--- src/rtl/lfsr_seq_ctrl.sv ---
// Start/stream/done sequencer around a Fibonacci LFSR with a valid/ready output,
// period measurement and all-zero seed detection.
module lfsr_seq_ctrl #(
   parameter int unsigned    N     = 3,
   parameter logic [N-1:0]   TAPS  = 3'b110,
   parameter int unsigned    CNT_W = 16
) (
   input  logic             clk,
   input  logic             reset,
   input  logic             start,
   input  logic             abort,
   input  logic [N-1:0]     seed,
   input  logic [CNT_W-1:0] len,
   output logic             busy,
   output logic             done,
   output logic             lockup_err,
   output logic             out_valid,
   input  logic             out_ready,
   output logic [N-1:0]     out_data,
   output logic [CNT_W-1:0] period
);

   typedef enum logic [1:0] {
      IDLE,
      RUN,
      DONE
   } state_e;

   state_e           state_q;
   logic [N-1:0]     lfsr_q;
   logic [N-1:0]     seed_q;
   logic [CNT_W-1:0] len_q;
   logic [CNT_W-1:0] count_q;
   logic [CNT_W-1:0] period_q;
   logic             busy_q;
   logic             done_q;
   logic             lockup_q;
   logic             valid_q;

   logic [N-1:0]     lfsr_d;
   logic [CNT_W-1:0] count_d;
   logic             handshake;

   assign lfsr_d    = {lfsr_q[N-2:0], ^(lfsr_q & TAPS)};
   assign count_d   = count_q + CNT_W'(1);
   assign handshake = valid_q & out_ready;

   // NOTE: every register below uses <= so all updates see pre-edge values.
   always_ff @(posedge clk or posedge reset) begin
      if (reset) begin
         state_q  <= IDLE;
         lfsr_q   <= '0;
         seed_q   <= '0;
         len_q    <= '0;
         count_q  <= '0;
         period_q <= '0;
         busy_q   <= 1'b0;
         done_q   <= 1'b0;
         lockup_q <= 1'b0;
         valid_q  <= 1'b0;
      end else begin
         case (state_q)
            IDLE: begin
               done_q <= 1'b0;
               if (start) begin
                  lfsr_q   <= seed;
                  seed_q   <= seed;
                  len_q    <= len;
                  count_q  <= '0;
                  period_q <= '0;
                  lockup_q <= (seed == '0);
                  if (seed == '0 || len == '0) begin
                     state_q <= DONE;
                     done_q  <= 1'b1;
                  end else begin
                     state_q <= RUN;
                     busy_q  <= 1'b1;
                     valid_q <= 1'b1;
                  end
               end
            end
            RUN: begin
               // abort wins over a coincident handshake: that word is dropped uncounted
               if (abort) begin
                  state_q <= IDLE;
                  busy_q  <= 1'b0;
                  valid_q <= 1'b0;
               end else if (handshake) begin
                  lfsr_q  <= lfsr_d;
                  count_q <= count_d;
                  if (period_q == '0 && lfsr_d == seed_q) begin
                     period_q <= count_d;
                  end
                  if (count_d == len_q) begin
                     state_q <= DONE;
                     busy_q  <= 1'b0;
                     valid_q <= 1'b0;
                     done_q  <= 1'b1;
                  end
               end
            end
            DONE: begin
               state_q <= IDLE;
               done_q  <= 1'b0;
            end
            default: begin
               state_q <= IDLE;
               busy_q  <= 1'b0;
               valid_q <= 1'b0;
               done_q  <= 1'b0;
            end
         endcase
      end
   end

   assign busy       = busy_q;
   assign done       = done_q;
   assign lockup_err = lockup_q;
   assign out_valid  = valid_q;
   assign out_data   = lfsr_q;
   assign period     = period_q;

endmodule

--- config.mk ---
export PLATFORM = sky130hd
export DESIGN_NAME = lfsr_seq_ctrl
export DESIGN_NICKNAME = d
export VERILOG_FILES = /design/src/rtl/lfsr_seq_ctrl.sv
export SDC_FILE = /design/constraint.sdc
export NUM_CORES = 1
export LEC_CHECK = 0
export CORE_ASPECT_RATIO = 1.1
export CORE_UTILIZATION = 55
export CTS_CLUSTER_DIAMETER = 120
export DETAILED_ROUTE_END_ITERATION = 6
export HOLD_SLACK_MARGIN = 0.02
export PLACE_DENSITY_LB_ADDON = 0.25
export SYNTH_ARGS = -nofsm -noshare
export SYNTH_HDL_FRONTEND = slang
export SYNTH_SLANG_ARGS = --single-unit
--- constraint.sdc ---
create_clock -name clk -period 3.15 [get_ports clk]
set_input_delay 0.7875 -clock clk [delete_from_list [all_inputs] [get_ports clk]]
set_output_delay 0.7875 -clock clk [all_outputs]
set_load 0.01 [all_outputs]
==> out/summary.txt <==
Outcome -> completed
Gr ovfl total -> 0
Ratio of cells with drive above 1 in the final layout -> 0.133
CTS tree -> yes
Routed Antenna Nets -> 0
Ant. Diodes -> 0
CTS Sinks -> 59
Rel. slew slack -> 0.571
Final setup viols -> 0
CTS resizes -> 0
Max-cap violations -> 0
First-pass GRT wire length -> 16.0 mm
DR iter-0 viols -> 302
Final period util -> 0.917
Dpl cells -> 537
FMAX -> 0.346 GHz
Antenna violations before repair -> 0
Syn Std Cell Area -> 0.00349 mm^2
Die H -> 85.5 um
Final nets -> 493
Die area -> 0.00667 mm^2
DR vias/cell -> 5.91
Number of I/O pins -> 47
TritonCTS Buffers -> 9
Crit Path Class -> reg -> reg
Clock skew -> 0.00854 ns
CP Launch Type -> flip-flop
Ys async rst share -> 1.00
Synth top area share -> 0.423
HP Class -> reg -> reg
Delay-heaviest family, CP -> simple AND/OR/NAND/NOR gates
Half-perimeter wire length after placement -> 7.12 mm
Pre-antenna DRT Iters -> 5
Ys Warns -> 0
Clk root buf -> clkbuf_8
Non-filler cells, final -> 552
Max FO, Critical Path -> 8
Avg Cell Area, Syn -> 8.45 um^2
Routed vias -> 3262
Gpl congestion -> 0.995
Post-CTS setup buffers -> 0
Routed wire length -> 9.44 mm
Hold buffers post-CTS -> 0
Sum of negative setup slack -> 0 ns
Period minus WS final -> 2.89 ns
CP max-delay cell -> or4_1
Vias in the first global route -> 3290
Chip width -> 77.9 um
Leading area contributor after synthesis -> dfrtp_1
GR Util All Layers -> 0.320
Clk slew on worst S/H paths -> 0.07 ns
Rows -> 30
Final Hold Viols -> 0
Cells taking the most area after synthesis -> dfrtp_1 42%, nand2_1 9.9%, o21ai_0 5.4%
CP Capture Type -> flip-flop
Worst vdd ir -> 0.359 mV
Post-synth top cells -> 92 x nand2_1, 59 x dfrtp_1, 38 x o21ai_0
Leakage -> 0.00190 uW
Core ar. -> 0.00616 mm^2
Port bufs -> 46
Worst-Margin Slew -> 0.638 ns
Total power -> 2300 uW
Final Max Slew Viols -> 0
Clk buf depth -> 2
Count leader, synth -> nand2_1
Bufs and invs on worst path -> 0
CP cell instances -> ha_1 -> nand3_1 -> or4_1 -> nand2_1 -> nand4_1 -> nor4b_1 -> nor4bb_1 -> o21ai_0
Fillcell total -> 522
Cell count after synthesis -> 413
Pwr dens -> 534 mW/mm^2
Post-synthesis cell type count -> 58
CP Data Required Time -> 3.36 ns
Mean routed wirelength per cell -> 17.1 um
Synth Register Bits -> 59
H-Tree Depth -> 3
Largest net degree at the start of global routing -> 28
Clock Latency Late Sink -> 0.35 ns
Arrival @ worst endpoint -> 3.10 ns
Main synth FF type -> dfrtp_1
Initial core utilization -> 0.567
Max incr delay on CP -> 0.65 ns
Syn_nets -> 438
Post-synthesis sequential area ratio -> 0.423
Number of enable flip-flop cells after synthesis -> 0
Post-layout util -> 0.700
Area Growth Syn to Fin -> 23.5%
RSZ-0062 raised after global routing -> false
Residual DRC -> 0
==> cell type report <==
| cell class | count | area (um^2) | share of cell area |
|---|---|---|---|
| multi-input cells | 311 | 1850 | 0.429 |
| flip-flops and latches | 59 | 1480 | 0.343 |
| repair buffers | 70 | 641 | 0.149 |
| clock buffers | 11 | 151 | 0.0351 |
| well taps | 80 | 100 | 0.0232 |
| inverters | 17 | 63.8 | 0.0148 |
| clock inverters | 4 | 26.3 | 0.00610 |
==> tightest hold or removal path, cell delays in order, from the launching register on <==
cell	delay, ns
dfrtp_1	0.35
nand2_1	0.05
nand2_1	0.06
==> power by group <==
part / internal [uW] / switching (uW) / total [uW]
Clock: 322 / 312 / 634
Combinational: 330 / 354 / 684
Sequential: 863 / 121 / 984
Total: 1510 / 787 / 2300
==> placed cells by master, fill, tap and decap left out, types with 2 or more instances in the layout <==
cell type	instances
or4_1	3
inv_1	16
xor2_1	9
nand3_1	15
dfrtp_1	59
nand2_1	92
clkdlybuf4s50_1	46
and2_1	2
nor3_1	7
xnor2_1	20
nand4_1	4
clkbuf_8	11
a21oi_1	9
o22ai_1	2
or3_1	4
nand2b_1	2
nor4_2	2
a211oi_1	2
clkinv_2	2
nor4_1	11
mux2_2	10
buf_4	24
and3_1	2
or2_2	2
o31ai_1	3
a31oi_1	5
o2111ai_1	2
xnor3_1	3
nor2_1	34
o21ai_0	38
==> cells by family after synthesis <==
family          synth area share
compound gates             0.121
xor+xnor                  0.0921
fa+ha+maj                0.00358
buf+inv                   0.0495
flops                      0.423
mux                       0.0351
simple gates               0.276
==> worst paths after layout <==
path / startpoint / endpoint / slack [ns] / cells after the start
max in group asynchronous: reset / len_q[14]$_DFFE_PP0P_ / 1.77 / 3
min in group asynchronous: reset / period[4]$_DFFE_PP0P_ / 0.70 / 2
hold reg to reg: lockup_err$_DFFE_PP0P_ / lockup_err$_DFFE_PP0P_ / 0.49 / 2
hold / removal: lockup_err$_DFFE_PP0P_ / lockup_err$_DFFE_PP0P_ / 0.49 / 2
setup reg to reg: count_q[0]$_DFFE_PP0P_ / state_q[0]$_DFFE_PP0P_ / 0.26 / 8
setup / recovery: count_q[0]$_DFFE_PP0P_ / state_q[0]$_DFFE_PP0P_ / 0.26 / 8
==> layer usage <==
metal	vias to the layer above	track usage	wire [um]
met5	-	0	0
met4	0	0.185	432
met3	37	0.0596	495
met2	131	0.521	4520
met1	1564	0.403	3990
li1	1530	-	-
==> stage by stage <==
step | hold WS (ns) | setup slack, ns | area [um^2]
5_1_grt | 0.539 | 0.0318 | 4310
2_1_floorplan | 0.465 | 0.471 | 3490
4_1_cts | 0.489 | 0.301 | 4310
3_3_place_gp | 0.462 | 0.143 | 4130
6_report | 0.486 | 0.261 | 4310
3_5_place_dp | 0.462 | 0.111 | 4130
==> flip-flops by register name, summed over array words and instances (netlist names) <==
signal,cells
count_q,16
len_q,16
period,16
out_data,3
seed_q,3
state_q,2
done,1
lockup_err,1
out_valid,1
(Power assumes the default switching activity.)
==> RTL change 1 (same flow settings) <==
`CNT_W`: 16 -> 32.
--- a/src/rtl/lfsr_seq_ctrl.sv
+++ b/src/rtl/lfsr_seq_ctrl.sv
@@ -3,7 +3,7 @@
 module lfsr_seq_ctrl #(
    parameter int unsigned    N     = 3,
    parameter logic [N-1:0]   TAPS  = 3'b110,
-   parameter int unsigned    CNT_W = 16
+   parameter int unsigned    CNT_W = 32
 ) (
    input  logic             clk,
    input  logic             reset,
Ports: changed (resized len and period); port bits go from 47 to 79. The function was not compared with the original's and may differ.
==> RTL change 1 against the unedited design <==
Wire length grew to 2.8 times the old value. Synthesized area grew 100%. Cell area grew 110%. Setup slack lost 150 ps. Global-route usage grew 9.4 points. Sequential cell count grew 48. Total power grew 79%. Non-clock buffer count grew 119. Largest cell class unchanged. Highest routed layer unchanged.
==> RTL change 1: results (changes against the unedited design) <==
| Quantity | Value | Delta |
|---|---|---|
| Min-Delay Startpoint | seed_q[0]$_DFFE_PP0P_ |  |
| Post-Syn Nets | 903 | +110% |
| Count of port buffers added during placement | 78 | +70% |
| Status | finished clean |  |
| Worst reg2reg setup slack | 120 ps | -150 ps |
| Most frequent cells after synthesis | 206 x sky130_fd_sc_hd__nand2_1, 107 x sky130_fd_sc_hd__dfrtp_1, 67 x sky130_fd_sc_hd__o21ai_0 |  |
| Detailed Route WL | 26.1 mm | +180% |
| Global-route wire length before repair | 40.0 mm | +150% |
| Share of layout cells above drive strength 1 | 0.174 | +0.0404 |
| Max stage delay cell, worst path | sky130_fd_sc_hd__dfrtp_2 |  |
| Post-layout instance count excluding filler cells | 1158 | +110% |
| Sequential-to-total area share from yosys stat | 0.379 | -0.0442 |
| Gates resized, CTS repair | 4 | +4 |
| Remaining max-slew budget at the tightest pin | 0.333 | -0.238 |
| Power of the sequential group | 1740 uW | +77% |
| Post-DP HPWL | 20.3 mm | +180% |
| Routability-driven placement congestion ratio | 1.06 | +6.8% |
| Largest clock skew in the final design | 6.03 ps | -2.50 ps |
| Peak supply drop | 0.411 mV | +14% |
| Maximum fanout encountered on the critical timing path | 7 | -1 |
| Largest net degree at the start of global routing | 108 | +290% |
| Average cell area after synthesis | 8.20 um^2 | -3.0% |
| Data arrival time of the critical path | 3280 ps | +180 ps |
| Cells after DPL | 1141 | +110% |
| Fraction of synthesized cell area in xor and xnor cells | 0.0726 | -0.0196 |
| Global-route total usage across every layer | 0.414 | +0.0936 |
| Post-synth cell types | 79 | +36% |
| Worst setup slack before clock tree synthesis | -141 ps | -251 ps |
| Switching share of power | 0.336 | -0.00558 |
| Final period util | 0.963 | +0.0462 |
| Worst hold slack | 499 ps | +13.3 ps |
| Adder and majority gate portion of the synthesized area | 0.00177 | -0.00181 |
| Root Driver | sky130_fd_sc_hd__clkbuf_16 |  |
| Total placed instance area | 8600 um^2 | +110% |
| Leakage power figure | 0.00384 uW | +100% |
| Post-synthesis compound-gate area fraction | 0.173 | +0.0521 |
| Largest cells by area after synthesis | sky130_fd_sc_hd__dfrtp_1 38%, sky130_fd_sc_hd__nand2_1 11%, sky130_fd_sc_hd__xnor2_1 4.8% |  |
| Largest stage delay on the critical path | 450 ps | -200 ps |
| First-pass DRT Iterations | 5 | unchanged |
| Final total power | 4120 uW | +79% |
| Final Net Count | 1037 | +110% |
| Family of cells with the greatest summed delay on the critical path | compound AO/OA/AOI/OAI gates |  |
| DRC marker count from the first detailed-route iteration | 830 | +170% |
| FILL cells | 990 | +90% |
[RTL change 1: changes by cell type after synthesis, moves of 8 or more]
cell,change
sky130_fd_sc_hd__and3_1,+11
sky130_fd_sc_hd__buf_2,+10
sky130_fd_sc_hd__clkbuf_1,+20
sky130_fd_sc_hd__dfrtp_1,+48
sky130_fd_sc_hd__mux2_2,-9
sky130_fd_sc_hd__nand2_1,+114
sky130_fd_sc_hd__nand4_1,+19
sky130_fd_sc_hd__nor2_1,+15
sky130_fd_sc_hd__nor4_1,+24
sky130_fd_sc_hd__o21ai_0,+29
sky130_fd_sc_hd__o31ai_1,+31
sky130_fd_sc_hd__xnor2_1,+19
sky130_fd_sc_hd__xor2_1,+8
[RTL change 1: layer usage]
layer  global-route usage  vias up  wire length, um
li1                     -     3362                -
met4                0.224        0             1320
met3                0.104       89             2720
met5                    0        -                0
met1                0.527     3608            10200
met2                0.640      464            11900
[RTL change 1: per-stage QoR]
| stage | util | setup TNS (ps) |
|---|---|---|
| after floorplan | - | 0 |
| after global placement | 0.683 | -21.6 |
| after detailed placement | 0.683 | -410 |
| after CTS | 0.710 | 0 |
| after global routing | 0.717 | 0 |
| final | 0.717 | 0 |
[RTL change 1: worst paths after layout]
kind | end | cells past startpoint
max in group asynchronous | out_valid$_DFFE_PP0P_ | 3
worst max register to register | state_q[0]$_DFFE_PP0P_ | 11
worst min register to register | seed_q[0]$_DFFE_PP0P_ | 2
min in group asynchronous | period[9]$_DFFE_PP0P_ | 3
worst max-delay path | state_q[0]$_DFFE_PP0P_ | 11
worst min-delay path | seed_q[0]$_DFFE_PP0P_ | 2
[RTL change 1: final cells by class]
class	count	share of cell area
clock buffers	12	0.0284
clock inverters	4	0.00804
inverters	10	0.00458
multi-input cells	679	0.458
flip-flops and latches	107	0.297
well taps	157	0.0218
repair buffers	189	0.182
==> RTL change 2 (same flow settings) <==
Without the edit above. The 3 states of `state_e` get a one-hot encoding in 3 bits.
--- a/src/rtl/lfsr_seq_ctrl.sv
+++ b/src/rtl/lfsr_seq_ctrl.sv
@@ -20,10 +20,10 @@
    output logic [CNT_W-1:0] period
 );
 
-   typedef enum logic [1:0] {
-      IDLE,
-      RUN,
-      DONE
+   typedef enum logic [2:0] {
+      IDLE = 3'b001,
+      RUN  = 3'b010,
+      DONE = 3'b100
    } state_e;
 
    state_e           state_q;
Function: no difference found for any inputs over 10 cycles, from zero or initial values and one cycle with reset high; not proved beyond that.
==> RTL change 2 against the unedited design <==
Wire length shrank 11%. First-iteration DRC count down 36%. Total power increased by 9.0%. Cell count is 4.2% lower. Count of clock-buffer cells in the layout grew 1. Setup slack improved by 120 ps. Sequential cell count is 1 higher. Synthesized area unchanged. Clock skew is 2.8 ps lower. Cell area shrank 2.1%. Worst hold slack better by 13 ps.
==> RTL change 2: results (changes against the unedited design) <==
| Quantity | Value | Delta |
|---|---|---|
| Sequential-to-total area share from yosys stat | 0.431 | +0.00753 |
| Post-Syn Nets | 430 | -1.8% |
| Global-route total usage across every layer | 0.275 | -0.0455 |
| Largest net degree at the start of global routing | 33 | +18% |
| Post-DP HPWL | 6.14 mm | -14% |
| Share of layout cells above drive strength 1 | 0.0846 | -0.0488 |
| Post-synthesis compound-gate area fraction | 0.172 | +0.0513 |
| Remaining max-slew budget at the tightest pin | 0.250 | -0.321 |
| Routed wl met2 | 3.97 mm | -12% |
| Status | finished clean |  |
| DR WL met3 | 429 um | -13% |
| Met1 Track Usage GR | 0.365 | -0.0383 |
| Via total after detailed routing | 3072 | -5.8% |
| Gates resized, CTS repair | 0 | unchanged |
| Data arrival time of the critical path | 3060 ps | -40 ps |
| Most frequent cells after synthesis | 99 x sky130_fd_sc_hd__nand2_1, 59 x sky130_fd_sc_hd__dfrtp_1, 28 x sky130_fd_sc_hd__o21ai_0 |  |
| Worst hold-check path type | flop to flop |  |
| Global-route wire length before repair | 13.8 mm | -14% |
| Global Route met3 Usage | 0.0383 | -0.0213 |
| Multiplexer share of the synthesized area | 0.0179 | -0.0172 |
| FILL cells | 525 | +0.57% |
| DRC marker count from the first detailed-route iteration | 194 | -36% |
| Routability-driven placement congestion ratio | 0.923 | -7.3% |
| Leakage power figure | 0.00179 uW | -5.3% |
| Largest cells by area after synthesis | sky130_fd_sc_hd__dfrtp_1 42%, sky130_fd_sc_hd__nand2_1 11%, sky130_fd_sc_hd__o31ai_1 4.5% |  |
| Hold-fix buffers, CTS | 0 | unchanged |
| Largest clock skew in the final design | 5.72 ps | -2.81 ps |
| Async set-or-reset flop fraction in the synthesized netlist | 1.00 | unchanged |
| Internal power | 1650 uW | +9.1% |
| Peak supply drop | 0.371 mV | +3.3% |
| Post-CTS setup buffer count | 0 | unchanged |
| Worst setup slack before clock tree synthesis | 316 ps | +205 ps |
| Final Net Count | 469 | -4.9% |
| Vias in the first global route | 2768 | -16% |
| Detailed Route WL | 8.43 mm | -11% |
| Largest buffer count on any clock path | 2 | unchanged |
| Maximum fanout encountered on the critical timing path | 8 | unchanged |
| Post-synth cell types | 56 | -3.4% |
| Global Route met2 Usage | 0.441 | -0.0796 |
| Fraction of synthesized cell area in xor and xnor cells | 0.0767 | -0.0154 |
| Detailed-route wire length on metal 1 | 3.77 mm | -5.5% |
| Synth Flop Type | sky130_fd_sc_hd__dfrtp_1 |  |
## RTL change 2: cell count changes in the layout (fill, tap and decap cells not counted), moves of 4 or more
cell,before,now
sky130_fd_sc_hd__o31ai_1,3,21
sky130_fd_sc_hd__buf_4,24,7
sky130_fd_sc_hd__inv_1,16,6
sky130_fd_sc_hd__nor2_1,34,24
sky130_fd_sc_hd__o21ai_0,38,28
sky130_fd_sc_hd__mux2_2,10,2
sky130_fd_sc_hd__nand2_1,92,99
sky130_fd_sc_hd__nand3_1,15,8
sky130_fd_sc_hd__a21o_1,1,5
sky130_fd_sc_hd__a21oi_1,9,13
sky130_fd_sc_hd__nor3_1,7,3
## RTL change 2: area by class of cell
class                      count  area [um^2]  share of cell area
multi-input combinational    312         1860               0.440
tap                           80          100              0.0237
inverter                       7         26.3             0.00623
clock inverter                 4         47.5              0.0113
clock buffer                  12          155              0.0368
timing repair buffer          54          533               0.126
sequential                    60         1500               0.356
## RTL change 2: power by group through the flow
stage / Combinational, uW / Sequential [uW] / Clock (uW)
3_5_place_dp: 716 / 1090 / 0
3_3_place_gp: 701 / 1080 / 0
4_1_cts: 723 / 1080 / 717
6_report: 722 / 1080 / 702
2_1_floorplan: 481 / 1050 / 0
5_1_grt: 801 / 1100 / 750
## RTL change 2: path summary, 6_finish.rpt
| kind | from | cells past startpoint | endpoint | slack (ps) |
|---|---|---|---|---|
| setup / recovery | count_q[0]$_DFFE_PP0P_ | 8 | state_q[2]$_DFFE_PP0P_ | 380 |
| min in group asynchronous | reset | 2 | period[0]$_DFFE_PP0P_ | 840 |
| hold reg to reg | seed_q[1]$_DFFE_PP0P_ | 2 | seed_q[1]$_DFFE_PP0P_ | 500 |
| setup reg to reg | count_q[0]$_DFFE_PP0P_ | 8 | state_q[2]$_DFFE_PP0P_ | 380 |
| max in group asynchronous | reset | 3 | state_q[0]$_DFFE_PP1P_ | 1650 |
| hold / removal | seed_q[1]$_DFFE_PP0P_ | 2 | seed_q[1]$_DFFE_PP0P_ | 500 |
## RTL change 2: metrics by stage
step | area (um^2) | std cells
final | 4220 | 529
after global routing | 4220 | 529
after CTS | 4220 | 529
after detailed placement | 4020 | 513
after global placement | 4020 | 513
after floorplan | 3490 | 405
## RTL change 2: critical path: stages (launching register included)
cell and delay, ps:
sky130_fd_sc_hd__dfrtp_1 530, sky130_fd_sc_hd__ha_1 350, sky130_fd_sc_hd__and3_1 370, sky130_fd_sc_hd__nand3_1 220, sky130_fd_sc_hd__mux2i_1 170, sky130_fd_sc_hd__nor4_1 410
sky130_fd_sc_hd__nand2_1 180, sky130_fd_sc_hd__nor4b_1 330, sky130_fd_sc_hd__a21o_1 150
